$ cat src/rtl/ex_issue_if.sv
// ex_issue_if
//   Bundles the ID-side instruction fields, hazard controls, forwarding
//   sources and ALU-side outputs of the EX issue register.
//   Modports:
//     master - ID/hazard/forwarding driver side; observes ALU operands
//     slave  - ex_issue_stage side; consumes ID fields, produces operands
interface ex_issue_if #(
    parameter int DATA_W = 32,
    parameter int REG_AW = 5
);
    logic              stall;
    logic              flush;
    logic              id_valid;
    logic [DATA_W-1:0] id_rs_data;
    logic [DATA_W-1:0] id_rt_data;
    logic [DATA_W-1:0] id_imm;
    logic [2:0]        id_alu_op;
    logic [5:0]        id_funct;
    logic              id_alusrc;
    logic [REG_AW-1:0] id_rs;
    logic [REG_AW-1:0] id_rt;
    logic [REG_AW-1:0] id_wr;
    logic              id_regwrite;
    logic              mem_regwrite;
    logic              wb_regwrite;
    logic [REG_AW-1:0] mem_rd;
    logic [REG_AW-1:0] wb_rd;
    logic [DATA_W-1:0] mem_result;
    logic [DATA_W-1:0] wb_data;
    logic [DATA_W-1:0] alu_src1;
    logic [DATA_W-1:0] alu_src2;
    logic [3:0]        alu_control;
    logic [2:0]        alu_comp;
    logic              ex_valid;
    logic              ex_regwrite;
    logic              ex_illegal;
    logic [REG_AW-1:0] ex_wr;
    logic [DATA_W-1:0] ex_store_data;

    modport master (
        output stall, flush, id_valid, id_rs_data, id_rt_data, id_imm,
               id_alu_op, id_funct, id_alusrc, id_rs, id_rt, id_wr,
               id_regwrite, mem_regwrite, wb_regwrite, mem_rd, wb_rd,
               mem_result, wb_data,
        input  alu_src1, alu_src2, alu_control, alu_comp, ex_valid,
               ex_regwrite, ex_illegal, ex_wr, ex_store_data
    );

    modport slave (
        input  stall, flush, id_valid, id_rs_data, id_rt_data, id_imm,
               id_alu_op, id_funct, id_alusrc, id_rs, id_rt, id_wr,
               id_regwrite, mem_regwrite, wb_regwrite, mem_rd, wb_rd,
               mem_result, wb_data,
        output alu_src1, alu_src2, alu_control, alu_comp, ex_valid,
               ex_regwrite, ex_illegal, ex_wr, ex_store_data
    );
endinterface

$ cat src/rtl/ex_issue_stage.sv
// ex_issue_stage
//   Execute-stage issue register. Decodes alu_op/funct into the 4-bit ALU
//   control and 3-bit compare code, registers the instruction, and drives
//   the ALU operands combinationally from the registered fields, with
//   optional MEM/WB forwarding.
//   Ports:
//     clk    - rising-edge clock
//     rst_n  - asynchronous active-low reset (forces a bubble)
//     bus    - ex_issue_if.slave: ID fields, stall/flush, forwarding
//              sources in; alu_src1/2, alu_control, alu_comp, ex_* out
//   Build option:
//     EX_FWD_EN - when defined, MEM/WB forwarding muxes are present; when
//                 undefined, operands come only from latched register data
//                 and the hazard unit must stall on dependencies.
module ex_issue_stage #(
    parameter int DATA_W = 32,
    parameter int REG_AW = 5
) (
    input  logic  clk,
    input  logic  rst_n,
    ex_issue_if.slave bus
);

    localparam logic [3:0] ALU_AND = 4'b0000;
    localparam logic [3:0] ALU_OR  = 4'b0001;
    localparam logic [3:0] ALU_ADD = 4'b0010;
    localparam logic [3:0] ALU_SUB = 4'b0110;
    localparam logic [3:0] ALU_SLT = 4'b0111;
    localparam logic [3:0] ALU_NOR = 4'b1100;

    localparam logic [2:0] CMP_LT  = 3'b000;
    localparam logic [2:0] CMP_LTU = 3'b101;

    typedef struct packed {
        logic              valid;
        logic [DATA_W-1:0] rs_data;
        logic [DATA_W-1:0] rt_data;
        logic [DATA_W-1:0] imm;
        logic              alusrc;
        logic [REG_AW-1:0] rs;
        logic [REG_AW-1:0] rt;
        logic [REG_AW-1:0] wr;
        logic              regwrite;
        logic [3:0]        alu_control;
        logic [2:0]        comp;
        logic              illegal;
        logic              zext;
    } ex_reg_t;

    ex_reg_t ex_q;
    ex_reg_t ex_d;

    logic [3:0] dec_ctrl;
    logic [2:0] dec_comp;
    logic       dec_illegal;
    logic       dec_zext;

    always_comb begin
        dec_ctrl    = ALU_ADD;
        dec_comp    = CMP_LT;
        dec_illegal = 1'b0;
        dec_zext    = 1'b0;
        case (bus.id_alu_op)
            3'b000: dec_ctrl = ALU_ADD;
            3'b001: dec_ctrl = ALU_SUB;
            3'b010: begin
                case (bus.id_funct)
                    6'h20: dec_ctrl = ALU_ADD;
                    6'h22: dec_ctrl = ALU_SUB;
                    6'h24: dec_ctrl = ALU_AND;
                    6'h25: dec_ctrl = ALU_OR;
                    6'h27: dec_ctrl = ALU_NOR;
                    6'h2A: begin
                        dec_ctrl = ALU_SLT;
                        dec_comp = CMP_LT;
                    end
                    6'h2B: begin
                        dec_ctrl = ALU_SLT;
                        dec_comp = CMP_LTU;
                    end
                    default: begin
                        dec_ctrl    = ALU_AND;
                        dec_illegal = 1'b1;
                    end
                endcase
            end
            3'b011: begin
                dec_ctrl = ALU_SLT;
                dec_comp = CMP_LT;
            end
            3'b100: begin
                dec_ctrl = ALU_OR;
                dec_zext = 1'b1;
            end
            3'b101: begin
                dec_ctrl = ALU_AND;
                dec_zext = 1'b1;
            end
            default: dec_ctrl = ALU_ADD;
        endcase
    end

    // Illegal R-type encodings must never reach the register file, so their
    // write enable is suppressed here rather than downstream.
    always_comb begin
        ex_d             = '0;
        ex_d.valid       = bus.id_valid;
        ex_d.rs_data     = bus.id_rs_data;
        ex_d.rt_data     = bus.id_rt_data;
        ex_d.imm         = bus.id_imm;
        ex_d.alusrc      = bus.id_alusrc;
        ex_d.rs          = bus.id_rs;
        ex_d.rt          = bus.id_rt;
        ex_d.wr          = bus.id_wr;
        ex_d.regwrite    = bus.id_valid & bus.id_regwrite & ~dec_illegal;
        ex_d.alu_control = dec_ctrl;
        ex_d.comp        = dec_comp;
        ex_d.illegal     = dec_illegal;
        ex_d.zext        = dec_zext;
    end

    // Flush outranks stall so a squashed instruction cannot be held in EX.
    always_ff @(posedge clk or negedge rst_n) begin
        if (!rst_n) begin
            ex_q <= '0;
        end else if (bus.flush) begin
            ex_q <= '0;
        end else if (!bus.stall) begin
            ex_q <= ex_d;
        end
    end

    logic [DATA_W-1:0] fwd_rs;
    logic [DATA_W-1:0] fwd_rt;

`ifdef EX_FWD_EN
    // MEM is the younger producer, so it is checked before WB. Register 0
    // is hard-wired and is never a forwarding target.
    always_comb begin
        fwd_rs = ex_q.rs_data;
        if (ex_q.rs != '0 && bus.mem_regwrite && bus.mem_rd == ex_q.rs) begin
            fwd_rs = bus.mem_result;
        end else if (ex_q.rs != '0 && bus.wb_regwrite && bus.wb_rd == ex_q.rs) begin
            fwd_rs = bus.wb_data;
        end
    end

    always_comb begin
        fwd_rt = ex_q.rt_data;
        if (ex_q.rt != '0 && bus.mem_regwrite && bus.mem_rd == ex_q.rt) begin
            fwd_rt = bus.mem_result;
        end else if (ex_q.rt != '0 && bus.wb_regwrite && bus.wb_rd == ex_q.rt) begin
            fwd_rt = bus.wb_data;
        end
    end
`else
    assign fwd_rs = ex_q.rs_data;
    assign fwd_rt = ex_q.rt_data;
`endif

    logic [DATA_W-1:0] imm_op;

    assign imm_op = ex_q.zext ? {{(DATA_W-16){1'b0}}, ex_q.imm[15:0]} : ex_q.imm;

    assign bus.alu_src1      = fwd_rs;
    assign bus.alu_src2      = ex_q.alusrc ? imm_op : fwd_rt;
    assign bus.alu_control   = ex_q.alu_control;
    assign bus.alu_comp      = ex_q.comp;
    assign bus.ex_valid      = ex_q.valid;
    assign bus.ex_regwrite   = ex_q.regwrite;
    assign bus.ex_illegal    = ex_q.illegal;
    assign bus.ex_wr         = ex_q.wr;
    assign bus.ex_store_data = fwd_rt;

endmodule

$ cat src/flat_wrapper.sv
// flat-port wrapper written by rule: the top's interface ports become plain ports
module ex_issue_stage_flat 
#(
    parameter int DATA_W = 32,
    parameter int REG_AW = 5
)
  (clk, rst_n, bus_stall, bus_flush, bus_id_valid, bus_id_rs_data, bus_id_rt_data, bus_id_imm, bus_id_alu_op, bus_id_funct, bus_id_alusrc, bus_id_rs, bus_id_rt, bus_id_wr, bus_id_regwrite, bus_mem_regwrite, bus_wb_regwrite, bus_mem_rd, bus_wb_rd, bus_mem_result, bus_wb_data, bus_alu_src1, bus_alu_src2, bus_alu_control, bus_alu_comp, bus_ex_valid, bus_ex_regwrite, bus_ex_illegal, bus_ex_wr, bus_ex_store_data);
  ex_issue_if #(.DATA_W(DATA_W), .REG_AW(REG_AW)) bus_i ();
  input  logic clk;
  input  logic rst_n;
  input wire logic [$bits(bus_i.stall)-1:0] bus_stall;
  input wire logic [$bits(bus_i.flush)-1:0] bus_flush;
  input wire logic [$bits(bus_i.id_valid)-1:0] bus_id_valid;
  input wire logic [$bits(bus_i.id_rs_data)-1:0] bus_id_rs_data;
  input wire logic [$bits(bus_i.id_rt_data)-1:0] bus_id_rt_data;
  input wire logic [$bits(bus_i.id_imm)-1:0] bus_id_imm;
  input wire logic [$bits(bus_i.id_alu_op)-1:0] bus_id_alu_op;
  input wire logic [$bits(bus_i.id_funct)-1:0] bus_id_funct;
  input wire logic [$bits(bus_i.id_alusrc)-1:0] bus_id_alusrc;
  input wire logic [$bits(bus_i.id_rs)-1:0] bus_id_rs;
  input wire logic [$bits(bus_i.id_rt)-1:0] bus_id_rt;
  input wire logic [$bits(bus_i.id_wr)-1:0] bus_id_wr;
  input wire logic [$bits(bus_i.id_regwrite)-1:0] bus_id_regwrite;
  input wire logic [$bits(bus_i.mem_regwrite)-1:0] bus_mem_regwrite;
  input wire logic [$bits(bus_i.wb_regwrite)-1:0] bus_wb_regwrite;
  input wire logic [$bits(bus_i.mem_rd)-1:0] bus_mem_rd;
  input wire logic [$bits(bus_i.wb_rd)-1:0] bus_wb_rd;
  input wire logic [$bits(bus_i.mem_result)-1:0] bus_mem_result;
  input wire logic [$bits(bus_i.wb_data)-1:0] bus_wb_data;
  output wire logic [$bits(bus_i.alu_src1)-1:0] bus_alu_src1;
  output wire logic [$bits(bus_i.alu_src2)-1:0] bus_alu_src2;
  output wire logic [$bits(bus_i.alu_control)-1:0] bus_alu_control;
  output wire logic [$bits(bus_i.alu_comp)-1:0] bus_alu_comp;
  output wire logic [$bits(bus_i.ex_valid)-1:0] bus_ex_valid;
  output wire logic [$bits(bus_i.ex_regwrite)-1:0] bus_ex_regwrite;
  output wire logic [$bits(bus_i.ex_illegal)-1:0] bus_ex_illegal;
  output wire logic [$bits(bus_i.ex_wr)-1:0] bus_ex_wr;
  output wire logic [$bits(bus_i.ex_store_data)-1:0] bus_ex_store_data;
  assign bus_i.stall = bus_stall;
  assign bus_i.flush = bus_flush;
  assign bus_i.id_valid = bus_id_valid;
  assign bus_i.id_rs_data = bus_id_rs_data;
  assign bus_i.id_rt_data = bus_id_rt_data;
  assign bus_i.id_imm = bus_id_imm;
  assign bus_i.id_alu_op = bus_id_alu_op;
  assign bus_i.id_funct = bus_id_funct;
  assign bus_i.id_alusrc = bus_id_alusrc;
  assign bus_i.id_rs = bus_id_rs;
  assign bus_i.id_rt = bus_id_rt;
  assign bus_i.id_wr = bus_id_wr;
  assign bus_i.id_regwrite = bus_id_regwrite;
  assign bus_i.mem_regwrite = bus_mem_regwrite;
  assign bus_i.wb_regwrite = bus_wb_regwrite;
  assign bus_i.mem_rd = bus_mem_rd;
  assign bus_i.wb_rd = bus_wb_rd;
  assign bus_i.mem_result = bus_mem_result;
  assign bus_i.wb_data = bus_wb_data;
  assign bus_alu_src1 = bus_i.alu_src1;
  assign bus_alu_src2 = bus_i.alu_src2;
  assign bus_alu_control = bus_i.alu_control;
  assign bus_alu_comp = bus_i.alu_comp;
  assign bus_ex_valid = bus_i.ex_valid;
  assign bus_ex_regwrite = bus_i.ex_regwrite;
  assign bus_ex_illegal = bus_i.ex_illegal;
  assign bus_ex_wr = bus_i.ex_wr;
  assign bus_ex_store_data = bus_i.ex_store_data;
  ex_issue_stage #(.DATA_W(DATA_W), .REG_AW(REG_AW)) u_core (.clk(clk), .rst_n(rst_n), .bus(bus_i));
endmodule
$ cat config.mk
export PLATFORM = sky130hd
export DESIGN_NAME = ex_issue_stage_flat
export DESIGN_NICKNAME = d
export VERILOG_FILES = /design/src/rtl/ex_issue_if.sv /design/src/rtl/ex_issue_stage.sv /design/src/flat_wrapper.sv
export SDC_FILE = /design/constraint.sdc
export NUM_CORES = 1
export LEC_CHECK = 0
export ABC_AREA = 1
export ABC_CLOCK_PERIOD_IN_PS = 1100
export BUFFER_PORTS_ARGS = -buffer_cell sky130_fd_sc_hd__clkbuf_2
export CAP_MARGIN = 20
export CELL_PAD_IN_SITES_DETAIL_PLACEMENT = 0
export CELL_PAD_IN_SITES_GLOBAL_PLACEMENT = 1
export CORE_MARGIN = 5
export CORE_UTILIZATION = 28
export DETAILED_ROUTE_END_ITERATION = 8
export GPL_ROUTABILITY_DRIVEN = 0
export PLACE_DENSITY_LB_ADDON = 0.1
export REMOVE_ABC_BUFFERS = 1
export SYNTH_ARGS = -nofsm -noshare
export SYNTH_HDL_FRONTEND = slang
export SYNTH_SLANG_ARGS = --single-unit
$ cat constraint.sdc
create_clock -name clk -period 1.1 [get_ports clk]
set_clock_uncertainty 0.05 [all_clocks]
set_input_delay 0.055 -clock clk [delete_from_list [all_inputs] [get_ports clk]]
set_output_delay 0.055 -clock clk [all_outputs]
set_load 0.03 [all_outputs]
Word level (Yosys, flattened, before mapping):

Index checks and enable logic that the tools add are counted.

* flip-flop bits (word level): 113
* word-level logic and storage cells: 41

* eq/ne operators: 13
* multiplexer cells: 11
* bitwise operators: 3
* reduce and logical (&&, ||, !) cells: 3

Operators with widths (number)
* 123-bit two-way mux: 2
* 32-bit two-way mux: 2
* 6-bit == test (second input constant): 7
* 4-bit one-hot mux with 5 select lines: 2
* 7-bit OR reduction: 1
* 3-bit by 2-bit == test with 1-bit output (second input constant): 2
* 3-bit == test (second input constant): 2
* 3-bit two-way mux: 2
* 2-bit OR reduction: 2
* 3-bit by 1-bit == test with 1-bit output (second input constant): 1
* 1-bit two-way mux: 3
* 1-bit AND: 2
* 2-bit by 1-bit inequality test with 1-bit output (second input constant): 1
* 1-bit NOT: 1

Logic depth before layout (Yosys ltp):

* word-level depth: 8
* mapped depth: 8

Worst setup path after synthesis:

Ideal clock, no wire load.

* path kind: flip-flop to output port
* from: reg u_core.ex_q[25] in the netlist's numbering
* to: out bus_alu_src2[0]
* data arrival time: 1274 ps
* data required time: 995 ps
* setup slack: -279 ps
* cell stages (with the launch flop): 3
* cells stage by stage: dfrtp_1 > clkbuf_1 > o21ai_0

* cells in the longest elaborated chain, start to end: 1

Ends and longest elaborated chain
* start, declared: RTL line ex_issue_stage.sv:50 `ex_reg_t ex_q;`
* start signal, assigned: RTL line ex_issue_stage.sv:125 `ex_q <= '0;`
* start signal, assigned: RTL line ex_issue_stage.sv:127 `ex_q <= '0;`
* start signal, assigned: RTL line ex_issue_stage.sv:129 `ex_q <= ex_d;`
* 32-bit two-way mux: RTL line ex_issue_stage.sv:166 `assign bus.alu_src2 = ex_q.alusrc ? imm_op : fwd_rt;`
* end, declared: RTL line flat_wrapper.sv:31 `output wire logic [$bits(bus_i.alu_src2)-1:0] bus_alu_src2;`

Every way passes these cells.

Worst setup path after layout:

* from: reg u_core.ex_q[25] in the netlist's numbering
* to: out bus_alu_src2[18]

The elaborated chain is that of the path after synthesis.

==> impl_metrics.yaml <==
outcome:
  status: "finished with violations"
  violations: "setup timing"
clock_network:
  clk_path_buf_depth: 2
  clk_latency_ns: 0.35
  post_cts_buffers: 0
  cts_inserted_buffers: 9
  htree_levels: 3
  cts_tree: "yes"
  cts-root-buf: "clkbuf_16"
  clk_pin_slew_ns: 0.07
  cts.sinks: 111
min_path:
  holdPathEnd: "u_core.bus.alu_control[3]"
  min_delay_path_depth: 5
  worstHoldStart: "bus_id_funct[5]"
  hold_class: "in -> reg"
pwr:
  ir_drop_mv: 0.6991
  static-leakage-power_nw: 3.939
  powerDensity_nw_per_um2: 1291
  p_total_mw: 10.02
drt:
  drtPass1Iterations: 6
  routed_via_density: 4.410
  drc_errors: 0
  routed_wirelength_um: 16030
  num_vias: 4556
  first_iter_violations: 190
  postRouteAntennaNets: 0
  wl_per_cell_um: 15.52
die:
  fp.coreArea_um2: 18020
  rows: 49
  start_util_pct: 28.53
  dieHeight_um: 145.5
  die_x_um: 145.5
  die_area_um2: 21180
  io_pins: 314
grt:
  overflow: 0
  grt_pass1_vias: 4868
  grt_pass1_wl_um: 25960
  grt_max_degree: 51
  antenna_found_initial: 0
  grtUsageTotal_pct: 14.91
critical_path:
  worstSetupStartpointType: "flop"
  crit_path_max_incr_delay_ns: 0.45
  r2r_slack_ns: 0.09
  worstPathRequired_ns: 1.00
  crit_family: "flip-flops"
  crit_chain: "buf_12, o22ai_1, buf_4"
  reg2reg_depth: 2
  cp_max_fo: 30
  critPathArrivalTime_ns: 1.40
  crit_buf_inv: 2
  worstReg2RegEnd: "u_core.ex_q[25]"
  endpoint_kind: "output pin"
  rr_startpoint: "u_core.ex_q[25]"
  criticalPathCategory: "reg -> out"
  slowest_stage: "dfrtp_2"
cells_and_area:
  nNetsFinal: 1003
  area_delta_synth_final_pct: 50.83
  diodes: 0
  drive_gt1_share_pct: 35.57
  stdcell_count: 1033
place:
  dp.cells: 912
  io_buffers: 226
  dp_hpwl_um: 11540
  post-place-ws_ns: -0.1305
sta:
  maxSlewViolCount: 0
  period_needed_ns: 1.508
  fin_crit_sh_pct: 137.1
  setup_slack_ns: -0.4080
  holdWs_ns: 0.02636
  setup_viol: 32
  finalHoldViolations: 0
  rsz0062_at_grt: "yes"
  max_freq_mhz: 663.2
logic_synthesis:
  yosysUniqueCellTypes: 22
  synth-warning-count: 0
  synth_seq_cells: 111
  syn-instance-count: 539
  syn_area_per_cell_um2: 9.541
  syn-cell-area_um2: 5142
  yosysSeqAreaShare_pct: 54.01
run:
  drv_cap: 0
-- worst max path at each step --
| stage | cells after the start | endpoint | slack (ns) | start |
|---|---|---|---|---|
| after floorplan | 2 | bus_alu_src2[16] | -1.01 | u_core.ex_q[25] |
| after global placement | 5 | bus_alu_src2[25] | -0.12 | u_core.ex_q[0] |
| after detailed placement | 5 | bus_alu_src2[25] | -0.13 | u_core.ex_q[0] |
| after CTS | 3 | bus_alu_src2[24] | -0.43 | u_core.ex_q[25] |
| after global routing | 3 | bus_alu_src2[18] | -0.45 | u_core.ex_q[25] |
| final | 3 | bus_alu_src2[18] | -0.41 | u_core.ex_q[25] |
-- synth_stat cells, drive strengths merged --
cell,count,area [um^2]
nand3,7,35.03
nand4,1,6.260
ha,1,12.51
buf,95,673.1
nor2,12,60.06
o22ai,16,100.1
a22o,54,473.0
a21oi,2,10.01
inv,61,229.0
nand2,99,371.6
conb,1,3.750
and2,1,6.260
o21ai,68,340.3
clkbuf,9,33.78
dfrtp,111,2778
nor3,1,10.01
-- logic make-up (layout without fill, tap and decap cells) --
| kind of cell | Yosys count | count (layout) | synth area share [%] |
|---|---|---|---|
| adders and majority gates | 1 | 1 | 0.2433 |
| DFF | 111 | 111 | 54.01 |
| AOI/OAI and AO/OA | 140 | 140 | 17.96 |
| other | 1 | 1 | 0.07292 |
| buffers and inverters | 165 | 430 | 18.20 |
| and+or+nand+nor | 121 | 121 | 9.514 |
-- through the flow --
step           area, um^2  utilization (%)  TNS (ns)
2_1_floorplan        4436                -    -82.03
3_3_place_gp         6172            34.24    -1.881
3_5_place_dp         6172            34.24    -2.068
4_1_cts              7721            42.84    -12.48
5_1_grt              7756            43.03    -12.86
6_report             7756            43.03    -11.43
-- state kept, by name, summed over array words and instances (netlist names), 4 cells and up --
name / count
u_core.bus.alu_control: 4
u_core.bus.ex_wr: 5
u_core.ex_q: 34
u_core.bus.ex_store_data: 32
u_core.bus.alu_src1: 32
-- final cells by class --
class / instances / area [um^2]
timing repair buffer: 353 / 2654
multi-input combinational: 263 / 1500
clock inverter: 5 / 65.06
sequential: 111 / 2779
inverter: 61 / 229.0
fill: 1818 / 10270
clock buffer: 11 / 242.7
tap: 229 / 286.5
-- power by group --
part	internal (mW)	switching [mW]
Combinational	0.939	1.24
Clock	1.86	1.57
Sequential	4.30	0.115
Total	7.09	2.92
-- worst min-delay path, cell delays in order --
cell and delay (ns):
clkbuf_2 0.09, nand2_1 0.06, nor2_1 0.05, nand3_1 0.08, nand2_1 0.05
-- routing by layer --
| layer | wire length, um | GRT usage, % | up-vias |
|---|---|---|---|
| met1 | 6879 | 18.50 | 2165 |
| met5 | 0 | 0 | - |
| met2 | 8058 | 25.46 | 143 |
| met4 | 330 | 6.063 | 0 |
| met3 | 764 | 2.927 | 23 |
| li1 | - | - | 2225 |
-- what timing repair did --
item | 4_1_cts | 5_1_grt
endpoints found under the setup margin | 33 | 35
hold buffers | 105 | 0
resized for setup | 68 | 34
pin swaps | 0 | 0
endpoints found under the hold margin | 215 | 0
-- cells in the final DEF (no fill, tap or decap) --
master	count
buf_4	30
nand4_1	1
and2_1	1
inv_8	1
o22ai_1	9
dfrtp_2	1
nand2_2	2
buf_6	4
inv_1	57
a22o_1	54
inv_6	1
dlygate4sd3_1	105
nand2_1	97
nand3_1	7
clkinvlp_4	2
o21ai_2	6
nor3_2	1
o22ai_2	7
a21oi_1	2
clkbuf_2	191
dfrtp_1	110
buf_2	1
bufinv_16	1
nor2_4	2
clkbuf_16	9
o21ai_0	12
conb_1	1
buf_12	12
o21ai_1	50
inv_2	4
clkbuf_1	1
clkbuf_8	10
nor2_1	10
clkbuf_4	1
ha_1	1
No activity file was read; power rests on OpenSTA's default activity.
